[config.mk]
export PLATFORM = sky130hd
export DESIGN_NAME = match_referee
export DESIGN_NICKNAME = d
export VERILOG_FILES = /design/src/rtl/match_referee.sv
export SDC_FILE = /design/constraint.sdc
export NUM_CORES = 1
export LEC_CHECK = 0
export BUFFER_PORTS_ARGS = -buffer_cell sky130_fd_sc_hd__buf_2
export CAP_MARGIN = 20
export CORE_ASPECT_RATIO = 1.2
export CORE_MARGIN = 2
export CORE_UTILIZATION = 28
export CTS_CLUSTER_DIAMETER = 80
export DETAILED_ROUTE_END_ITERATION = 16
export HOLD_SLACK_MARGIN = 0.08
export PLACE_DENSITY = 0.45
export SLEW_MARGIN = 20
export SYNTH_ARGS = -nofsm -noshare
export SYNTH_HDL_FRONTEND = slang
export SYNTH_SLANG_ARGS = --single-unit
[constraint.sdc]
create_clock -name clk -period 1.9 [get_ports clk]
set_input_delay 0.095 -clock clk [delete_from_list [all_inputs] [get_ports clk]]
set_output_delay 0.095 -clock clk [all_outputs]
set_load 0.01 [all_outputs]
[src/rtl/match_referee.sv]
// Match referee: collects one committed action per player, strobes actionEnable for
// EN_CYCLES, lets health settle, then judges the round and decides when the match ends.
module match_referee #(
   parameter int unsigned EN_CYCLES     = 2,
   parameter int unsigned SETTLE_CYCLES = 1,
   parameter int unsigned MAX_ROUNDS    = 30,
   parameter int unsigned ROUND_W       = 5
) (
   input  logic               clk,
   input  logic               reset,
   input  logic               start,
   input  logic               commit1,
   input  logic [2:0]         action1_sw,
   input  logic               commit2,
   input  logic [2:0]         action2_sw,
   input  logic [1:0]         health1,
   input  logic [1:0]         health2,
   output logic [2:0]         action1,
   output logic [2:0]         action2,
   output logic               actionEnable,
   output logic               isGameOver,
   output logic [1:0]         winner,
   output logic [ROUND_W-1:0] round_count
);

   localparam logic [2:0] StIdle    = 3'd0;
   localparam logic [2:0] StCollect = 3'd1;
   localparam logic [2:0] StIssue   = 3'd2;
   localparam logic [2:0] StSettle  = 3'd3;
   localparam logic [2:0] StJudge   = 3'd4;
   localparam logic [2:0] StOver    = 3'd5;

   localparam logic [2:0] ActAwait = 3'b010;

   localparam logic [1:0] WinNone = 2'b00;
   localparam logic [1:0] WinP1   = 2'b01;
   localparam logic [1:0] WinP2   = 2'b10;
   localparam logic [1:0] WinDraw = 2'b11;

   localparam logic [15:0]        EnLast     = 16'(EN_CYCLES - 1);
   localparam logic [15:0]        SettleLast = 16'(SETTLE_CYCLES - 1);
   localparam logic [ROUND_W-1:0] RoundMax   = ROUND_W'(MAX_ROUNDS);

   logic [2:0]         state_q, state_d;
   logic [15:0]        cnt_q, cnt_d;
   logic               flag1_q, flag1_d;
   logic               flag2_q, flag2_d;
   logic [2:0]         act1_q, act1_d;
   logic [2:0]         act2_q, act2_d;
   logic [ROUND_W-1:0] round_q, round_d;
   logic [1:0]         winner_q, winner_d;
   logic               dead1, dead2;

   assign dead1 = (health1 == 2'b00);
   assign dead2 = (health2 == 2'b00);

   // Next-state logic for the round sequencer.
   always_comb begin
      state_d  = state_q;
      cnt_d    = cnt_q;
      flag1_d  = flag1_q;
      flag2_d  = flag2_q;
      act1_d   = act1_q;
      act2_d   = act2_q;
      round_d  = round_q;
      winner_d = winner_q;
      case (state_q)
         StIdle: begin
            if (start) state_d = StCollect;
         end
         StCollect: begin
            // First commit per player wins; later ones are ignored until the next round.
            if (commit1 && !flag1_q) begin
               act1_d  = action1_sw;
               flag1_d = 1'b1;
            end
            if (commit2 && !flag2_q) begin
               act2_d  = action2_sw;
               flag2_d = 1'b1;
            end
            if (flag1_d && flag2_d) begin
               state_d = StIssue;
               cnt_d   = '0;
            end
         end
         StIssue: begin
            if (cnt_q == EnLast) begin
               state_d = StSettle;
               cnt_d   = '0;
            end else begin
               cnt_d = cnt_q + 16'd1;
            end
         end
         StSettle: begin
            if (cnt_q == SettleLast) begin
               state_d = StJudge;
               cnt_d   = '0;
            end else begin
               cnt_d = cnt_q + 16'd1;
            end
         end
         StJudge: begin
            round_d = (round_q == RoundMax) ? round_q : round_q + 1'b1;
            flag1_d = 1'b0;
            flag2_d = 1'b0;
            act1_d  = ActAwait;
            act2_d  = ActAwait;
            state_d = StOver;
            if (dead1 && dead2) begin
               winner_d = WinDraw;
            end else if (dead1) begin
               winner_d = WinP2;
            end else if (dead2) begin
               winner_d = WinP1;
            end else if (round_d == RoundMax) begin
               if (health1 > health2)      winner_d = WinP1;
               else if (health2 > health1) winner_d = WinP2;
               else                        winner_d = WinDraw;
            end else begin
               state_d = StCollect;
            end
         end
         StOver: begin
            // Terminal: only reset leaves.
         end
         default: begin
            state_d = StIdle;
         end
      endcase
   end

   // State registers with asynchronous active-low reset.
   always_ff @(posedge clk or negedge reset) begin
      if (!reset) begin
         state_q  <= StIdle;
         cnt_q    <= '0;
         flag1_q  <= 1'b0;
         flag2_q  <= 1'b0;
         act1_q   <= ActAwait;
         act2_q   <= ActAwait;
         round_q  <= '0;
         winner_q <= WinNone;
      end else begin
         state_q  <= state_d;
         cnt_q    <= cnt_d;
         flag1_q  <= flag1_d;
         flag2_q  <= flag2_d;
         act1_q   <= act1_d;
         act2_q   <= act2_d;
         round_q  <= round_d;
         winner_q <= winner_d;
      end
   end

   // Strobe and game-over are decoded from state so reset drops them immediately.
   assign actionEnable = (state_q == StIssue);
   assign isGameOver   = (state_q == StOver);
   assign winner       = winner_q;
   assign round_count  = round_q;
   assign action1      = act1_q;
   assign action2      = act2_q;

endmodule

# Word level (Yosys, flattened, before mapping)
# Index checks and enable logic that the tools add are counted.
# word_totals
out_inout_bits,15
elab_cells,75
reg_bits,34
input_bits,15
# op_classes
eq_ne,14
n_bitwise,1
order_cmp,2
n_mux,30
addsub,2
reduce_logical,18
# ops
operator,count
$mux W16,3
$pmux W16 S3,1
$mux W3,10
$pmux W3 S6,1
$add A16 B1 Y16 const B,1
$eq A16 B1 Y1 const B,1
$logic_not A16 Y1,1
$pmux W3 S2,2
$eq A5 B5 Y1 const B,2
$mux W2,5
$ne A2 B2 Y1 const B,5
$reduce_and A2 Y1,4
$eq A3 B2 Y1 const B,2
$eq A3 B3 Y1 const B,2
$add A5 B1 Y5 const B,1
$mux W1,5
$mux W5,1
$reduce_and A5 Y1,1
$gt A2 B2 Y1,2
$logic_and A1 B1 Y1,4
$logic_not A2 Y1,2
$pmux W1 S2,2
$reduce_bool A4 Y1,1
$eq A3 B1 Y1 const B,1
other kinds (6),7

# Logic depth before layout (Yosys ltp)
# Gate-level depths: netlist of the first run.
# logic_depth
word_depth,8
mapped_depth,7
ltp_nobuf,7

# Worst setup path after synthesis of the first run
# No wires, ideal clock.
# synth_timing
path_type,register to register
start,"register round_q[0], in the netlist round_count[0]"
end,"register winner_q[0], in the netlist winner[0]"
setup_ps,125
n_path_buf,0
slack_ps,-146
stages_incl_launch_ff,8
arrival_time_ps,1922
required_ps,1775
synth_period_minus_slack_ps,2046
cell_sequence,dfrtp_1 -> inv_1 -> ha_1 -> nand4_1 -> nand2b_1 -> a2111oi_0 -> o31a_1 -> mux2_2
# synth_via
elab_chain_cells,5
word_cells_on_any_way,6
cone_classes,add/sub: 1; eq/ne: 2; mux: 1; reduce/logical: 2
# synth_lines
element,line,rtl
"start, declared",50,"logic [ROUND_W-1:0] round_q, round_d;"
"start signal, assigned",150,round_q <= round_d;
$add A5 B1 Y5 / $eq A5 B5 Y1 (equally long branches),103,round_d = (round_q == RoundMax) ? round_q : round_q + 1'b1;
$mux W5 (*),103,
$eq A5 B5 Y1 (*),115,end else if (round_d == RoundMax) begin
$reduce_bool A4 Y1 (no source line) (*),-,
$reduce_and A2 Y1 (no source line) (*),-,
"end signal, assigned",142,winner_q <= WinNone;
"end signal, assigned",151,winner_q <= winner_d;
"end, declared",51,"logic [1:0] winner_q, winner_d;"
# Every way passes the cells marked *; elsewhere a longest branch is shown, timed or not.
# A chain may end at the register's enable or synchronous reset.

# Worst setup path in the final report of the first run
# layout_timing
start,"register round_q[0], in the netlist round_count[0]"
end,"register winner_q[1], in the netlist winner[1]"
# The elaborated chain is that of the path after synthesis.

==> results_dict.tcl, run 1 <==
set metrics [dict create \
    status "complete, but fails checks" \
    violations "negative setup slack" \
    fin_crit_sh 1.06 \
    fillCellCount 689 \
    die_area_um2 7670 \
    hold_viol_final 0 \
    synth_area_leaders "dfrtp_1 (41%), ha_1 (4.5%), nand2_1 (4.4%)" \
    ys_ff_latch 34 \
    cts_tree "yes" \
    die_w_um 80.3 \
    viasPerCell 4.90 \
    max_freq_ghz 0.498 \
    synth_largest_area_cell "dfrtp_1" \
    yosysTopAreaCellShare 0.410 \
    worst_slew_pin_slew_ps 624 \
    setup_viol 3 \
    io_buffers 29 \
    critPathLaunchType "flip-flop" \
    leakagePower_nw 1.30 \
    ios 30 \
    clock_latency_ps 280 \
    h-tree-depth 2 \
    synth_fp_nets 234 \
    fin_crit_ps 2010 \
    cts_buffer_depth 2 \
    root_buffer "clkbuf_8" \
    power.density_nw_per_um2 1170 \
    start_util 0.287 \
    fin_skew_ps 4.34 \
    synth_edf_count 0 \
    fin_nets 308 \
    crit_fanout 4 \
    critical_path_class "reg -> reg" \
    cp_data_arrival_time_ps 2180 \
    grt_max_degree 27 \
    grt_setup_unrepaired "true" \
    synthToLayoutAreaGrowth_pct 41.3 \
    crit_path_end_kind "flip-flop" \
    drtIter0Drc 97 \
    synth_ff_type "dfrtp_1" \
    dr.pass1.iters 4 \
    async_reset_ff_frac 1.00 \
    postRouteAntennaNets 0 \
    yosysMostFrequentCell "dfrtp_1" \
    synth_seq_area_share 0.437 \
    first_global_vias 1697 \
    drc 0 \
    core.rowCount 33 \
    yosysWarnings 0 \
    final_core_util 0.405 \
    syn_area_um2 1950 \
    dp_slack_ps -98.5 \
    die-height_um 95.5 \
    setup_ws_ps -107 \
    grt_pass1_wl_um 8050 \
    placed_cell_area_um2 2480 \
    vias 1832 \
    syn_inst 212 \
    design_area_um2 2760 \
    synth_cell_type_count 46 \
    drt-total-wl_um 4970 \
    min_path_type "in -> reg" \
    synth_common_cells "dfrtp_1 (32), nand2_1 (23), a21oi_1 (15), nor2_1 (15)" \
    maxSlewViolCount 0 \
    irDropWorstVdd_mv 0.344 \
    place_congestion 0.804 \
    core_um2 6810 \
    slew_headroom 0.584 \
    clk_pin_slew_ps 70 \
    syn_avg_cell_area_um2 9.22 \
    grt_use_total 0.136 \
    required_ps 2070 \
    dp_hpwl_um 3560 \
    antenna_found_initial 0 \
    diodes 0 \
    routedWlPerCell_um 13.3 \
    clock_sinks 34 \
    numCtsBuffers 5 \
    grt.overflow.total 0 \
    drive_above_1_share 0.352 \
    cap_violations 0 \
]
[placed cells by master (no fill, tap or decap), types with 7 or more instances in the layout]
cell type / instances
a21oi_1: 15
buf_2: 29
o21ai_0: 13
a31oi_1: 9
inv_1: 12
dlygate4sd3_1: 7
clkbuf_8: 8
dfrtp_1: 30
nand2_1: 23
nand3_1: 10
nor2_1: 15
buf_4: 37
[sequential cells by signal, indices dropped and copies added, names as in the netlist]
name	cells
cnt_q	16
action2	3
round_count	5
flag2_q	1
winner	2
action1	3
flag1_q	1
state_q	3
[per-stage QoR]
stage	power (mW)	hold WS, ps	TNS [ps]	std cells
finish	3.24	139	-298	374
global route	3.50	165	-524	374
CTS	3.19	131	-179	372
detailed placement	2.50	154	-242	354
global placement	2.51	147	-146	354
floorplan	1.93	-201	-54.0	212
[layout make-up]
type,count,area [µm²],area share
multi-input combinational,157,1110,0.403
sequential,34,856,0.310
timing repair buffer,75,524,0.190
clock buffer,8,110,0.0399
tap,87,109,0.0394
inverter,13,48.8,0.0177
[per-layer routing]
metal | track usage | share of wire | vias to the layer above
met1 | 0.162 | 0.45 | 866
li1 | - | - | 918
met3 | 0.0284 | 0.039 | 6
met2 | 0.244 | 0.49 | 42
met5 | 0 | 0 | -
met4 | 0.0424 | 0.013 | 0
[timing repair]
action                                  CTS  global route
buffers inserted                          3             3
gates resized for setup                   1            11
pin swaps                                 2             8
hold endpoints to repair                 28             0
hold buffers                              7             0
endpoints found under the setup margin    3             5
[where the power goes]
| group | internal (mW) | switching, mW | leakage [nW] |
|---|---|---|---|
| Combinational | 0.747 | 0.837 | 0.802 |
| Clock | 0.367 | 0.274 | 0.0575 |
| Sequential | 0.890 | 0.128 | 0.440 |
| Total | 2.00 | 1.24 | 1.30 |
[kinds of logic (layout without fill, tap and decap cells)]
logic type	count (synthesis)	count (layout)	synth area share
buf+inv	21	96	0.0499
xor+xnor	4	4	0.0179
mux	9	9	0.0480
compound gates	58	58	0.191
fa+ha+maj	7	7	0.0448
simple gates	79	79	0.211
flops	34	34	0.437
[critical path, stage by stage, from the launching register on]
cell,delay [ps]
dfrtp_2,390
inv_2,60
ha_4,160
buf_4,130
buf_6,110
nand2b_4,140
mux2i_4,190
a2111oi_4,50
o31a_1,360
mux2_4,310
[worst paths after layout]
check                               startpoint          to  slack, ps  cells past startpoint
min in group asynchronous                reset   winner[1]        360                      2
max in group asynchronous                reset    cnt_q[7]       1010                      3
worst max register to register  round_count[0]   winner[1]       -110                      9
worst min-delay path                   commit2     flag2_q        140                      3
worst max-delay path            round_count[0]   winner[1]       -110                      9
worst min register to register      action1[2]  action1[2]        500                      2
No activity file was read; power rests on OpenSTA's default activity.
==> inputs of run 2 (changes only) <==
Settings changed: BUFFER_PORTS_ARGS -buffer_cell sky130_fd_sc_hd__buf_2 to -buffer_cell sky130_fd_sc_hd__buf_4, CORE_MARGIN 2 to 5.
==> run 2 against run 1 <==
Against the previous run: the flow still finishes with violations (negative setup slack); via count up 0.76%; maximum frequency down 1.1%; register-to-register slack worse by 20 ps; setup slack worse by 22 ps; total power about the same; critical endpoint is now winner[0].
==> results_dict.tcl, run 2 (synthesis gave the netlist of run 1 again) <==
set metrics [dict create \
    antenna_found_initial 0 \
    h-tree-depth 2 \
    dp_hpwl_um 3800 \
    largest_reg_flops 16 \
    setup_viol 3 \
    fillCellCount 708 \
    grtUsageMet1 0.152 \
    diodes 0 \
    use_met3 0.0252 \
    clock_latency_ps 280 \
    maxSlewViolCount 0 \
    violations "negative setup slack" \
    root_buffer "clkbuf_8" \
    ios 30 \
    crit_chain "inv_2, ha_4, nand4_1, nand2b_4, a2111oi_4, o31a_1, mux2_4" \
    grt.overflow.total 0 \
    start_util 0.287 \
    critical_path_class "reg -> reg" \
    dr.pass1.iters 4 \
    numCtsBuffers 5 \
    fin_nets 309 \
    holdWs_ps 88.5 \
    final_cells 375 \
    crit_path_end_kind "flip-flop" \
    min_path_type "in -> reg" \
    min_path_cells 3 \
    regMostFlops "cnt_q" \
    clock_sinks 34 \
    viasPerCell 4.92 \
    grt_max_degree 35 \
    final_common_cell "buf_4" \
    use_met2 0.223 \
    placed_cell_area_um2 2540 \
    io_buffers 29 \
    setup_tns_ps -332 \
    postRouteAntennaNets 0 \
    clk_pin_slew_ps 80 \
    cts_tree "yes" \
    status "complete, but fails checks" \
    hold_end "action1[2]" \
    fin_crit_sh 1.07 \
    power.density_nw_per_um2 1150 \
    setup_ws_ps -128 \
    grt_setup_unrepaired "true" \
    grt_use_total 0.125 \
    drt-total-wl_um 5190 \
    cap_violations 0 \
    synthToLayoutAreaGrowth_pct 44.3 \
    crit_buf_inv 1 \
    regToRegStartpoint "round_count[0]" \
    fin_crit_ps 2030 \
    final_cell_mix "buf_4 (70), dfrtp_1 (30), nand2_1 (21), nor2_1 (15), a21oi_1 (15)" \
    core_um2 6810 \
    min_from "action1_sw[2]" \
    design_area_um2 2820 \
    rrSetupSlack_ps -130 \
    routedWlPerCell_um 13.8 \
    drc 0 \
    die-height_um 102 \
    power.total_mw 3.24 \
    hold_viol_final 0 \
    vias 1846 \
    dpl.cell_count 354 \
    place_congestion 0.789 \
    critPathLaunchType "flip-flop" \
    first_global_vias 1820 \
    rr_endpoint "winner[0]" \
    slew_headroom 0.690 \
    r2r_cells 7 \
    cts_buffer_depth 2 \
    die_area_um2 8760 \
    max_freq_ghz 0.493 \
    irDropWorstVdd_mv 0.439 \
    core.rowCount 33 \
    fin_skew_ps 6.25 \
    grt_pass1_wl_um 8800 \
    crit_slowest_cell "dfrtp_2" \
    grt.busiest_layer "met2" \
    drtIter0Drc 83 \
    die_w_um 86.3 \
    crit_fanout 4 \
    leakagePower_nw 1.32 \
    worst_slew_pin_slew_ps 464 \
    critPathMaxStageDelay_ps 430 \
    cp_data_arrival_time_ps 2200 \
    drive_above_1_share 0.354 \
    required_ps 2070 \
    crit_family "compound AO/OA/AOI/OAI gates" \
]
-- run 2: through the flow --
step | util | setup WS [ps]
2_1_floorplan | - | -27.0
3_3_place_gp | 0.373 | -74.6
3_5_place_dp | 0.373 | -124
4_1_cts | 0.403 | -109
5_1_grt | 0.414 | -198
6_report | 0.414 | -128
-- run 2: final cells by class --
cell class	instances	area [µm²]	area share
Clock inverter	1	5.00	0.00177
Timing Repair Buffer	76	586	0.208
Clock buffer	7	86.3	0.0306
Tap cell	87	109	0.0386
Sequential cell	34	856	0.303
Inverter	13	48.8	0.0173
Multi-Input combinational cell	157	1130	0.401
-- run 2: worst register-to-register path: stages, from the launching register on --
cell       delay [ps]
dfrtp_2           430
inv_2              80
ha_4              140
nand4_1           150
nand2b_4          190
a2111oi_4         360
o31a_1            260
mux2_4            310
-- run 2: what timing repair did --
action	CTS	global route
pin swaps	2	4
endpoints found under the setup margin	8	11
gates resized for setup	5	8
hold buffers	6	0
endpoints found under the hold margin	37	0
gates cloned	0	0
setup buffers	4	3
-- run 2: worst max path at each step --
stage          slack, ps  cells past startpoint           start         to
2_1_floorplan        -30                      6  round_count[1]  winner[0]
3_3_place_gp         -70                      6  round_count[0]  winner[1]
3_5_place_dp        -120                      6  round_count[1]  winner[0]
4_1_cts             -110                      7  round_count[0]  winner[0]
5_1_grt             -200                      7  round_count[0]  winner[1]
6_report            -130                      7  round_count[0]  winner[0]
-- run 2: where the power goes --
group	switching (mW)	total (mW)	internal, mW	leakage, nW
Combinational	0.854	1.65	0.795	0.830
Sequential	0.127	1.02	0.890	0.440
Clock	0.280	0.573	0.293	0.0482
-- run 2: layer usage --
layer  routed length (µm)  up-vias
li1                     -      917
met1                 2270      883
met2                 2620       40
met3                  241        6
met4                   54        0
met5                    0        -
